==> src/rtl/uart_tx_fifo_pkg.sv <==
// Shared UART definitions: serialiser state encodings and baud-divisor derivation.
// Kept separate so a future uart_rx can reuse the same encodings and divisor math.
package uart_tx_fifo_pkg;

    // Serialiser states; encodings are fixed so other UART blocks can share them.
    typedef enum logic [1:0] {
        StIdle  = 2'd0,
        StStart = 2'd1,
        StData  = 2'd2,
        StStop  = 2'd3
    } uart_state_e;

    localparam int unsigned DataBits = 8;

    // Clock cycles per serial bit, rounded down; callers must ensure the result is >= 2.
    function automatic int unsigned clks_per_bit(input int unsigned clk_freq,
                                                 input int unsigned baud);
        return clk_freq / baud;
    endfunction

endpackage

==> src/rtl/sync_fifo.sv <==
// Small synchronous FIFO with occupancy count; a push into a full FIFO is dropped
// even when a pop happens on the same edge, and a pop from an empty FIFO is ignored.
module sync_fifo #(
    parameter int unsigned WIDTH = 8,
    parameter int unsigned DEPTH = 4
) (
    input  logic                       clk,
    input  logic                       resetn,
    input  logic                       push,
    input  logic                       pop,
    input  logic [WIDTH-1:0]           din,
    output logic [WIDTH-1:0]           dout,
    output logic                       full,
    output logic                       empty,
    output logic [$clog2(DEPTH+1)-1:0] level
);

    localparam int unsigned PtrW = $clog2(DEPTH);
    localparam int unsigned LvlW = $clog2(DEPTH + 1);

    logic [WIDTH-1:0] mem_q [DEPTH];
    logic [PtrW-1:0]  wr_ptr_q;
    logic [PtrW-1:0]  rd_ptr_q;
    logic [LvlW-1:0]  level_q;
    logic             do_push;
    logic             do_pop;

    assign full    = (level_q == LvlW'(DEPTH));
    assign empty   = (level_q == '0);
    assign level   = level_q;
    assign dout    = mem_q[rd_ptr_q];
    assign do_push = push & ~full;
    assign do_pop  = pop & ~empty;

    // Storage array: written only on an accepted push, no reset needed for data.
    always_ff @(posedge clk) begin
        if (do_push) begin
            mem_q[wr_ptr_q] <= din;
        end
    end

    // Pointers wrap naturally because DEPTH is a power of two; level tracks the count.
    always_ff @(posedge clk or negedge resetn) begin
        if (!resetn) begin
            wr_ptr_q <= '0;
            rd_ptr_q <= '0;
            level_q  <= '0;
        end else begin
            if (do_push) begin
                wr_ptr_q <= wr_ptr_q + 1'b1;
            end
            if (do_pop) begin
                rd_ptr_q <= rd_ptr_q + 1'b1;
            end
            if (do_push && !do_pop) begin
                level_q <= level_q + 1'b1;
            end else if (do_pop && !do_push) begin
                level_q <= level_q - 1'b1;
            end
        end
    end

endmodule

==> src/rtl/uart_tx_fifo.sv <==
// Memory-mapped UART transmitter: CPU writes land in a small FIFO and an 8N1,
// LSB-first serialiser drains it onto a registered, idle-high tx line.
module uart_tx_fifo
    import uart_tx_fifo_pkg::*;
#(
    parameter int unsigned CLK_FREQ   = 27_000_000,
    parameter int unsigned BAUD       = 115200,
    parameter int unsigned FIFO_DEPTH = 4
) (
    input  logic                            clk,
    input  logic                            resetn,
    input  logic                            wr_valid,
    input  logic [7:0]                      wr_data,
    output logic                            wr_ready,
    output logic                            tx,
    output logic                            busy,
    output logic [$clog2(FIFO_DEPTH+1)-1:0] level
);

    localparam int unsigned ClksPerBit = clks_per_bit(CLK_FREQ, BAUD);
    localparam int unsigned CntW       = $clog2(ClksPerBit);
    localparam logic [CntW-1:0] CntMax = CntW'(ClksPerBit - 1);

    uart_state_e          state_q, state_d;
    logic [CntW-1:0]      cnt_q, cnt_d;
    logic [2:0]           bit_q, bit_d;
    logic [DataBits-1:0]  shift_q, shift_d;
    logic                 tx_q, tx_d;
    logic                 pop;
    logic                 fifo_full;
    logic                 fifo_empty;
    logic [DataBits-1:0]  fifo_dout;

    assign wr_ready = ~fifo_full;
    assign tx       = tx_q;
    assign busy     = (state_q != StIdle) | (level != '0);

    sync_fifo #(
        .WIDTH (DataBits),
        .DEPTH (FIFO_DEPTH)
    ) u_fifo (
        .clk    (clk),
        .resetn (resetn),
        .push   (wr_valid & wr_ready),
        .pop    (pop),
        .din    (wr_data),
        .dout   (fifo_dout),
        .full   (fifo_full),
        .empty  (fifo_empty),
        .level  (level)
    );

    // Serialiser registers; reset drops any in-flight frame and forces the line idle.
    always_ff @(posedge clk or negedge resetn) begin
        if (!resetn) begin
            state_q <= StIdle;
            cnt_q   <= '0;
            bit_q   <= '0;
            shift_q <= '0;
            tx_q    <= 1'b1;
        end else begin
            state_q <= state_d;
            cnt_q   <= cnt_d;
            bit_q   <= bit_d;
            shift_q <= shift_d;
            tx_q    <= tx_d;
        end
    end

    // Next-state logic; tx is computed here so it changes on the same edge as the state.
    always_comb begin
        state_d = state_q;
        cnt_d   = (cnt_q == CntMax) ? '0 : cnt_q + 1'b1;
        bit_d   = bit_q;
        shift_d = shift_q;
        tx_d    = tx_q;
        pop     = 1'b0;
        unique case (state_q)
            StIdle: begin
                if (!fifo_empty) begin
                    pop     = 1'b1;
                    shift_d = fifo_dout;
                    bit_d   = '0;
                    cnt_d   = '0;
                    tx_d    = 1'b0;
                    state_d = StStart;
                end
            end
            StStart: begin
                if (cnt_q == CntMax) begin
                    cnt_d   = '0;
                    tx_d    = shift_q[0];
                    state_d = StData;
                end
            end
            StData: begin
                if (cnt_q == CntMax) begin
                    cnt_d = '0;
                    if (bit_q == 3'd7) begin
                        tx_d    = 1'b1;
                        state_d = StStop;
                    end else begin
                        shift_d = {1'b0, shift_q[DataBits-1:1]};
                        tx_d    = shift_q[1];
                        bit_d   = bit_q + 3'd1;
                    end
                end
            end
            StStop: begin
                if (cnt_q == CntMax) begin
                    cnt_d = '0;
                    // Chain straight into the next start bit so frames stay contiguous.
                    if (!fifo_empty) begin
                        pop     = 1'b1;
                        shift_d = fifo_dout;
                        bit_d   = '0;
                        tx_d    = 1'b0;
                        state_d = StStart;
                    end else begin
                        state_d = StIdle;
                    end
                end
            end
            default: begin
                state_d = StIdle;
                tx_d    = 1'b1;
            end
        endcase
    end

endmodule
==> config.mk <==
export PLATFORM = sky130hd
export DESIGN_NAME = uart_tx_fifo
export DESIGN_NICKNAME = d
export VERILOG_FILES = /design/src/rtl/uart_tx_fifo_pkg.sv /design/src/rtl/sync_fifo.sv /design/src/rtl/uart_tx_fifo.sv
export SDC_FILE = /design/constraint.sdc
export NUM_CORES = 1
export LEC_CHECK = 0
export CORE_UTILIZATION = 63
export DETAILED_ROUTE_END_ITERATION = 8
export GPL_TIMING_DRIVEN = 0
export PLACE_DENSITY = 0.84
export SYNTH_ARGS = -nofsm -noshare
export SYNTH_HDL_FRONTEND = slang
export SYNTH_SLANG_ARGS = --single-unit
==> constraint.sdc <==
create_clock -name clk -period 3.8 [get_ports clk]
set_input_delay 0.38 -clock clk [delete_from_list [all_inputs] [get_ports clk]]
set_output_delay 0.38 -clock clk [all_outputs]
set_load 0.005 [all_outputs]
* Word-level counts from Yosys, hierarchy flattened
Memory sizes are Yosys's and may differ from the RTL's.
Cells that the tools add are included.
** Cells by class
- Reductions and logical operators :: 14
- Bitwise gates (word level) :: 6
- Multiplexer cells :: 34
- Eq/ne operators :: 12
- Add/sub/neg operators :: 6
** Operators with widths (number)
- $mux 8 :: 7
- $pmux 8 s3 :: 1
- $mux 3 :: 6
- $pmux 8 s2 :: 1
- $ne 2x2->1 const B :: 6
- $mux 1 :: 10
- $mux 2 :: 5
- $pmux 3 s3 :: 1
- $add 8x1->8 const B :: 1
- $eq 8x8->1 const B :: 1
- $pmux 2 s4 :: 1
- $add 3x1->3 const B :: 2
- $eq 3x3->1 const B :: 2
- $reduce_bool 3->1 :: 2
- $reduce_and 5->1 :: 1
- $add 2x1->2 const B :: 2
- $eq 2x2->1 const B :: 2
- $pmux 1 s4 :: 1
- $reduce_and 4->1 :: 1
- $reduce_bool 2->1 :: 2
- $and 1x1->1 :: 3
- $logic_not 3->1 :: 1
- $reduce_and 3->1 :: 1
- $reduce_or 3->1 :: 1
- 8 further kinds :: 11
** Storage, ports and cells
- Memory bits (writable) :: 32
- Output and inout port bits :: 6
- Input bits :: 11
- Flip-flop bits (word level) :: 29
- Word-level logic and storage cells :: 81
- Memories kept :: 1
** Memories
- u_fifo.mem_q :: depth 4, bits a word 8, read ports 1, clocked after Yosys merged registers in 0, wr ports 1, line sync_fifo.sv:21 : logic [WIDTH-1:0] mem_q [DEPTH];

* Depth between registers and ports, before layout
- Word-level depth :: 8
- Mapped depth :: 11
- Mapped depth without buffers :: 11

* Modules after synthesis
A second synthesis with hierarchy kept.
** Unflattened totals
- Cells, all modules :: 192
- Area, all modules :: 2876.5 um^2
** Modules (own cells, without submodules)
- sync_fifo :: instances 1, cells an instance 77, area each 1589.0 um^2, sequential area each 1136.1 um^2
- uart_tx_fifo :: instances 1, cells an instance 115, area each 1287.5 um^2, sequential area each 551.8 um^2

* Worst setup path before layout
OpenSTA, ideal clock, no wires.
- Kind :: reg2reg
- From :: register state_q[0]
- To :: register u_fifo.level_q[1] (netlist: u_fifo.level[1])
- Setup time :: 0.125 ns
- Path buffers :: 0
- Stages on the path, launching flop included :: 9
- Slack :: 1.655 ns
- Required time :: 3.675 ns
- Period minus slack after synthesis :: 2.145 ns
- Arrival time :: 2.020 ns
- Path through :: dfrtp_1 > inv_1 > ha_1 > nor2_1 > o21ai_0 > ha_1 > inv_1 > fa_1 > mux2_2
** Between the ends
- Cells in the longest elaborated chain, start to end :: 6
- Elaborated cells between the ends (all ways) :: 9
- Those cells by class :: eq/ne (1); mux (2); bitwise (1); reduce/logical (5)
** Ends and longest elaborated chain
- from (decl) :: line uart_tx_fifo.sv:24 : uart_state_e state_q, state_d;
- from (signal assigned) :: line uart_tx_fifo.sv:56 : state_q <= StIdle;
- from (signal assigned) :: line uart_tx_fifo.sv:62 : state_q <= state_d;
- $eq 2x2->1 or $logic_not 2->1 (tied branches) :: line uart_tx_fifo.sv:78 : unique case (state_q)
- $pmux 1 s2 (*) :: line uart_tx_fifo.sv:78
- $and 1x1->1 (*) :: line sync_fifo.sv:33 : assign do_pop = pop & ~empty;
- $logic_not 1->1 :: line sync_fifo.sv:55 : if (do_push && !do_pop) begin
- $logic_and 1x1->1 :: line sync_fifo.sv:55
- $mux 3 or $reduce_bool 2->1 (tied branches)
- to (signal assigned) :: line sync_fifo.sv:56 : level_q <= level_q + 1'b1;
- to (signal assigned) :: line sync_fifo.sv:58 : level_q <= level_q - 1'b1;
- to (decl) :: line sync_fifo.sv:24 : logic [LvlW-1:0] level_q;
Mark *: on every way between the ends. The rest lies on a longest branch, timed or not.
A chain may end at the register's enable or synchronous reset.

* Worst setup path after layout
- From :: register u_fifo.level_q[0] (netlist: u_fifo.level[0])
- To :: register u_fifo.level_q[2] (netlist: u_fifo.level[2])
** Between the ends
- Cells in the longest elaborated chain, start to end :: 8
- Elaborated cells between the ends (all ways) :: 19
- Those cells by class :: add/sub (2); eq/ne (1); mux (5); bitwise (5); reduce/logical (6)
** Ends and longest elaborated chain
- $logic_not 3->1 :: line sync_fifo.sv:29 : assign empty = (level_q == '0);
- $mux 1 :: line uart_tx_fifo.sv:80, uart_tx_fifo.sv:113
- $mux 1 :: line uart_tx_fifo.sv:110 : if (cnt_q == CntMax) begin
- $pmux 1 s2 :: line uart_tx_fifo.sv:78
- $and 1x1->1 :: line sync_fifo.sv:33
- $logic_not 1->1 :: line sync_fifo.sv:55
- $logic_and 1x1->1 :: line sync_fifo.sv:55
- $mux 3 or $reduce_bool 2->1 (tied branches)
Several ways; a longest one is shown, not always the timed one. The select of a mux whose other input is x is not followed.

==> flow_metrics.py <==
metrics = {
    "yosys": {
        "synth_flop_cell": "edfxtp_1",
        "yosysSeqAreaShare_pct": 59.7,
        "synthArstFlopShare_pct": 47.5,
        "yosys.area.top_type": "edfxtp_1",
        "synth_edf_count": 32,
        "synth-xor-area-share_pct": 3.72,
        "yosysMostFrequentCell": "edfxtp_1",
        "synth_area_um2": 2830,
        "synthMuxAreaShare_pct": 15.4,
        "synth_compound_area_share_pct": 3.63,
        "postSynthAreaPerCell_um2": 15.0,
        "synth_fa_ha_area_share_pct": 6.91,
        "synth_top_cells_by_count": "32 x edfxtp_1, 28 x dfrtp_1, 16 x nor2_1",
        "synth_fp_nets": 215,
        "syn_inst": 189,
        "synth_top_family_by_area": "multiplexers",
        "synth.area.top_cells": "edfxtp_1 34%, dfrtp_1 25%, ha_1 6.2%",
        "ys_warn_count": 0,
        "yosys.area_share.simple_pct": 7.92,
        "yosysUniqueCellTypes": 36,
        "ys_seq_elements": 61,
        "synthDominantCellAreaShare_pct": 34.0,
    },
    "clocking": {
        "clkLatencyLatePin_ns": 0.33,
        "h-tree-depth": 3,
        "cts_resized": 0,
        "cts_setup_buffers": 0,
        "cts_tree": "yes",
        "clk_pin_slew_worst_paths_ns": 0.07,
        "numCtsBuffers": 9,
        "clockBufferDepth": 2,
        "hold_buffers": 0,
        "cts_sinks": 61,
        "root_buffer": "clkbuf_8",
    },
    "grt": {
        "grt_max_degree": 30,
        "overflow": 0,
        "grt_use_total_pct": 23.4,
        "grt_pass1_vias": 1553,
        "antenna_found_initial": 0,
        "grt_pass1_wl_mm": 7.42,
    },
    "floorplan": {
        "initial_core_util_pct": 68.2,
        "dieWidth_um": 69.0,
        "die_area_um2": 4760,
        "ios": 17,
        "num_rows": 23,
        "core_um2": 4140,
        "die_h_um": 69.0,
    },
    "worst_setup_path": {
        "start_kind": "flip-flop",
        "path_max_fanout": 6,
        "regToRegStartpoint": "u_fifo.level[0]",
        "ff2ff_setup_slack_ns": 1.31,
        "cp.required_ns": 4.05,
        "worstSetupStartpoint": "u_fifo.level[0]",
        "worstSetupPathType": "reg2reg",
        "reg2reg_to": "u_fifo.level[2]",
        "ff2ff_path_depth": 9,
        "cp.arrival_ns": 2.74,
        "endpoint_kind": "flip-flop",
    },
    "pwr": {
        "pwr-share-seq_pct": 48.7,
        "p_sw_mw": 0.437,
        "p_clk_share_pct": 35.5,
        "power_density_nw_per_um2": 541,
        "swShare_pct": 24.7,
        "combPwrFrac_pct": 15.9,
        "intPower_mw": 1.33,
        "leakagePower_nw": 1.28,
        "vdd_drop_max_mv": 0.413,
    },
    "timing": {
        "tightest_slew_ns": 0.680,
        "fmax_mhz": 402,
        "final-setup-viol-count": 0,
        "relSlewSlack_pct": 54.6,
        "finalClockSkew_ns": 0.00609,
        "finalSetupTns_ns": 0,
        "hold_viol": 0,
        "fin_crit_sh_pct": 65.4,
        "rsz0062_at_grt": "false",
        "drv_slew": 0,
        "min_period_ns": 2.49,
    },
    "routing": {
        "drc": 0,
        "initialDrtViolationCount": 51,
        "viasPerCell": 5.67,
        "wl_per_cell_um": 17.4,
        "vias": 1537,
        "drt-total-wl_mm": 4.72,
        "drtAntennaViolNets": 0,
        "drt_first_pass_iters": 4,
    },
    "outcome": {
        "status": "finished clean",
    },
    "worst_hold_path": {
        "hold_path_class": "in2async",
    },
    "finish": {
        "layout.nets": 242,
        "area_growth_pct": 15.4,
        "postLayoutCoreUtil_pct": 78.7,
        "antenna_cells": 0,
        "num-fill-cells": 236,
        "drive_above_1_share_pct": 21.3,
    },
    "place": {
        "numPortBuffers": 16,
        "dp_hpwl_mm": 3.34,
        "finalWeightedCongestion": 0.874,
    },
    "run": {
        "drv_cap": 0,
    },
}
routing by layer:
layer | vias to the layer above | global-route usage, % | part of all wire, % | wire (um)
met2 | 36 | 36.3 | 48 | 2270
met5 | - | 0 | 0 | 0
met3 | 10 | 6.74 | 4.3 | 203
met4 | 0 | 12.0 | 2.3 | 108
met1 | 751 | 29.8 | 45 | 2130
li1 | 740 | - | - | -
how the worst max path moves through the flow:
stage                           end  slack [ns]  cells after the start
floorplan           u_fifo.level[1]        1.65                      8
detailed placement  u_fifo.level[2]        1.32                      9
global placement    u_fifo.level[2]        1.46                      9
global route        u_fifo.level[2]        1.12                      9
finish              u_fifo.level[2]        1.31                      9
CTS                 u_fifo.level[2]        1.30                      9
cell usage in the layout (no fill, tap or decap), types with 2 or more instances in the layout:
cell type	netlist	routed
mux2_4	8	8
dfrtp_1	28	28
bufinv_16	0	2
edfxtp_1	32	32
nor2_1	16	16
and3_1	4	4
clkdlybuf4s50_1	0	15
inv_1	9	9
mux2_2	10	10
nor3_1	3	3
xnor2_1	8	8
a21oi_1	2	2
clkbuf_1	2	4
mux2i_1	2	2
o21ai_0	4	4
xor2_1	4	4
buf_6	3	3
mux4_2	7	7
clkbuf_8	0	10
nor2b_1	3	3
nand3_1	5	5
ha_1	14	14
nand2_1	9	9
worst max-delay path: stages, from the launching register on:
cell	delay (ns)
dfrtp_1	0.46
nor3_1	0.49
nor2_1	0.10
o21ai_0	0.19
ha_1	0.27
inv_1	0.06
fa_1	0.38
xor2_1	0.16
nor2_1	0.13
xor2_1	0.16
cell type report:
type	count	area (um2)	share of cell area (%)
Sequential cell	61	1690	51.7
Multi-Input combinational cell	114	1060	32.6
Timing Repair Buffer	16	155	4.76
Clock buffer	12	145	4.45
Clock inverter	4	72.6	2.22
Tap cell	50	62.6	1.92
Buffer	5	41.3	1.27
Inverter	9	33.8	1.04
flip-flops by register name (all words and copies together), names as in the netlist:
register / count
shift_q: 8
u_fifo.mem_q: 32
cnt_q: 8
tx: 1
u_fifo.wr_ptr_q: 2
u_fifo.level: 3
bit_q: 3
u_fifo.rd_ptr_q: 2
state_q: 2
power groups by stage:
| stage | clock network [mW] | logic [mW] | registers [mW] |
|---|---|---|---|
| floorplan | 0 | 0.166 | 0.857 |
| global placement | 0 | 0.257 | 0.860 |
| detailed placement | 0 | 0.281 | 0.871 |
| CTS | 0.636 | 0.284 | 0.860 |
| global route | 0.658 | 0.310 | 0.868 |
| finish | 0.627 | 0.280 | 0.859 |
cell families after synthesis:
kind of cell	after synthesis
flops	61
buf+inv	14
mux	28
compound gates	13
xor+xnor	12
fa+ha+maj	15
simple gates	46
per-stage QoR:
stage	power, mW	hold WS [ns]	worst slack (ns)	std cells	instance area (um2)
after CTS	1.78	0.516	1.30	271	3270
after global routing	1.84	0.127	1.12	271	3260
final	1.77	0.0764	1.31	271	3260
after detailed placement	1.15	0.500	1.32	255	3050
after floorplan	1.02	0.0844	1.65	189	2830
after global placement	1.12	0.491	1.46	255	3050
Note: power is estimated with default switching activity, not from simulation.
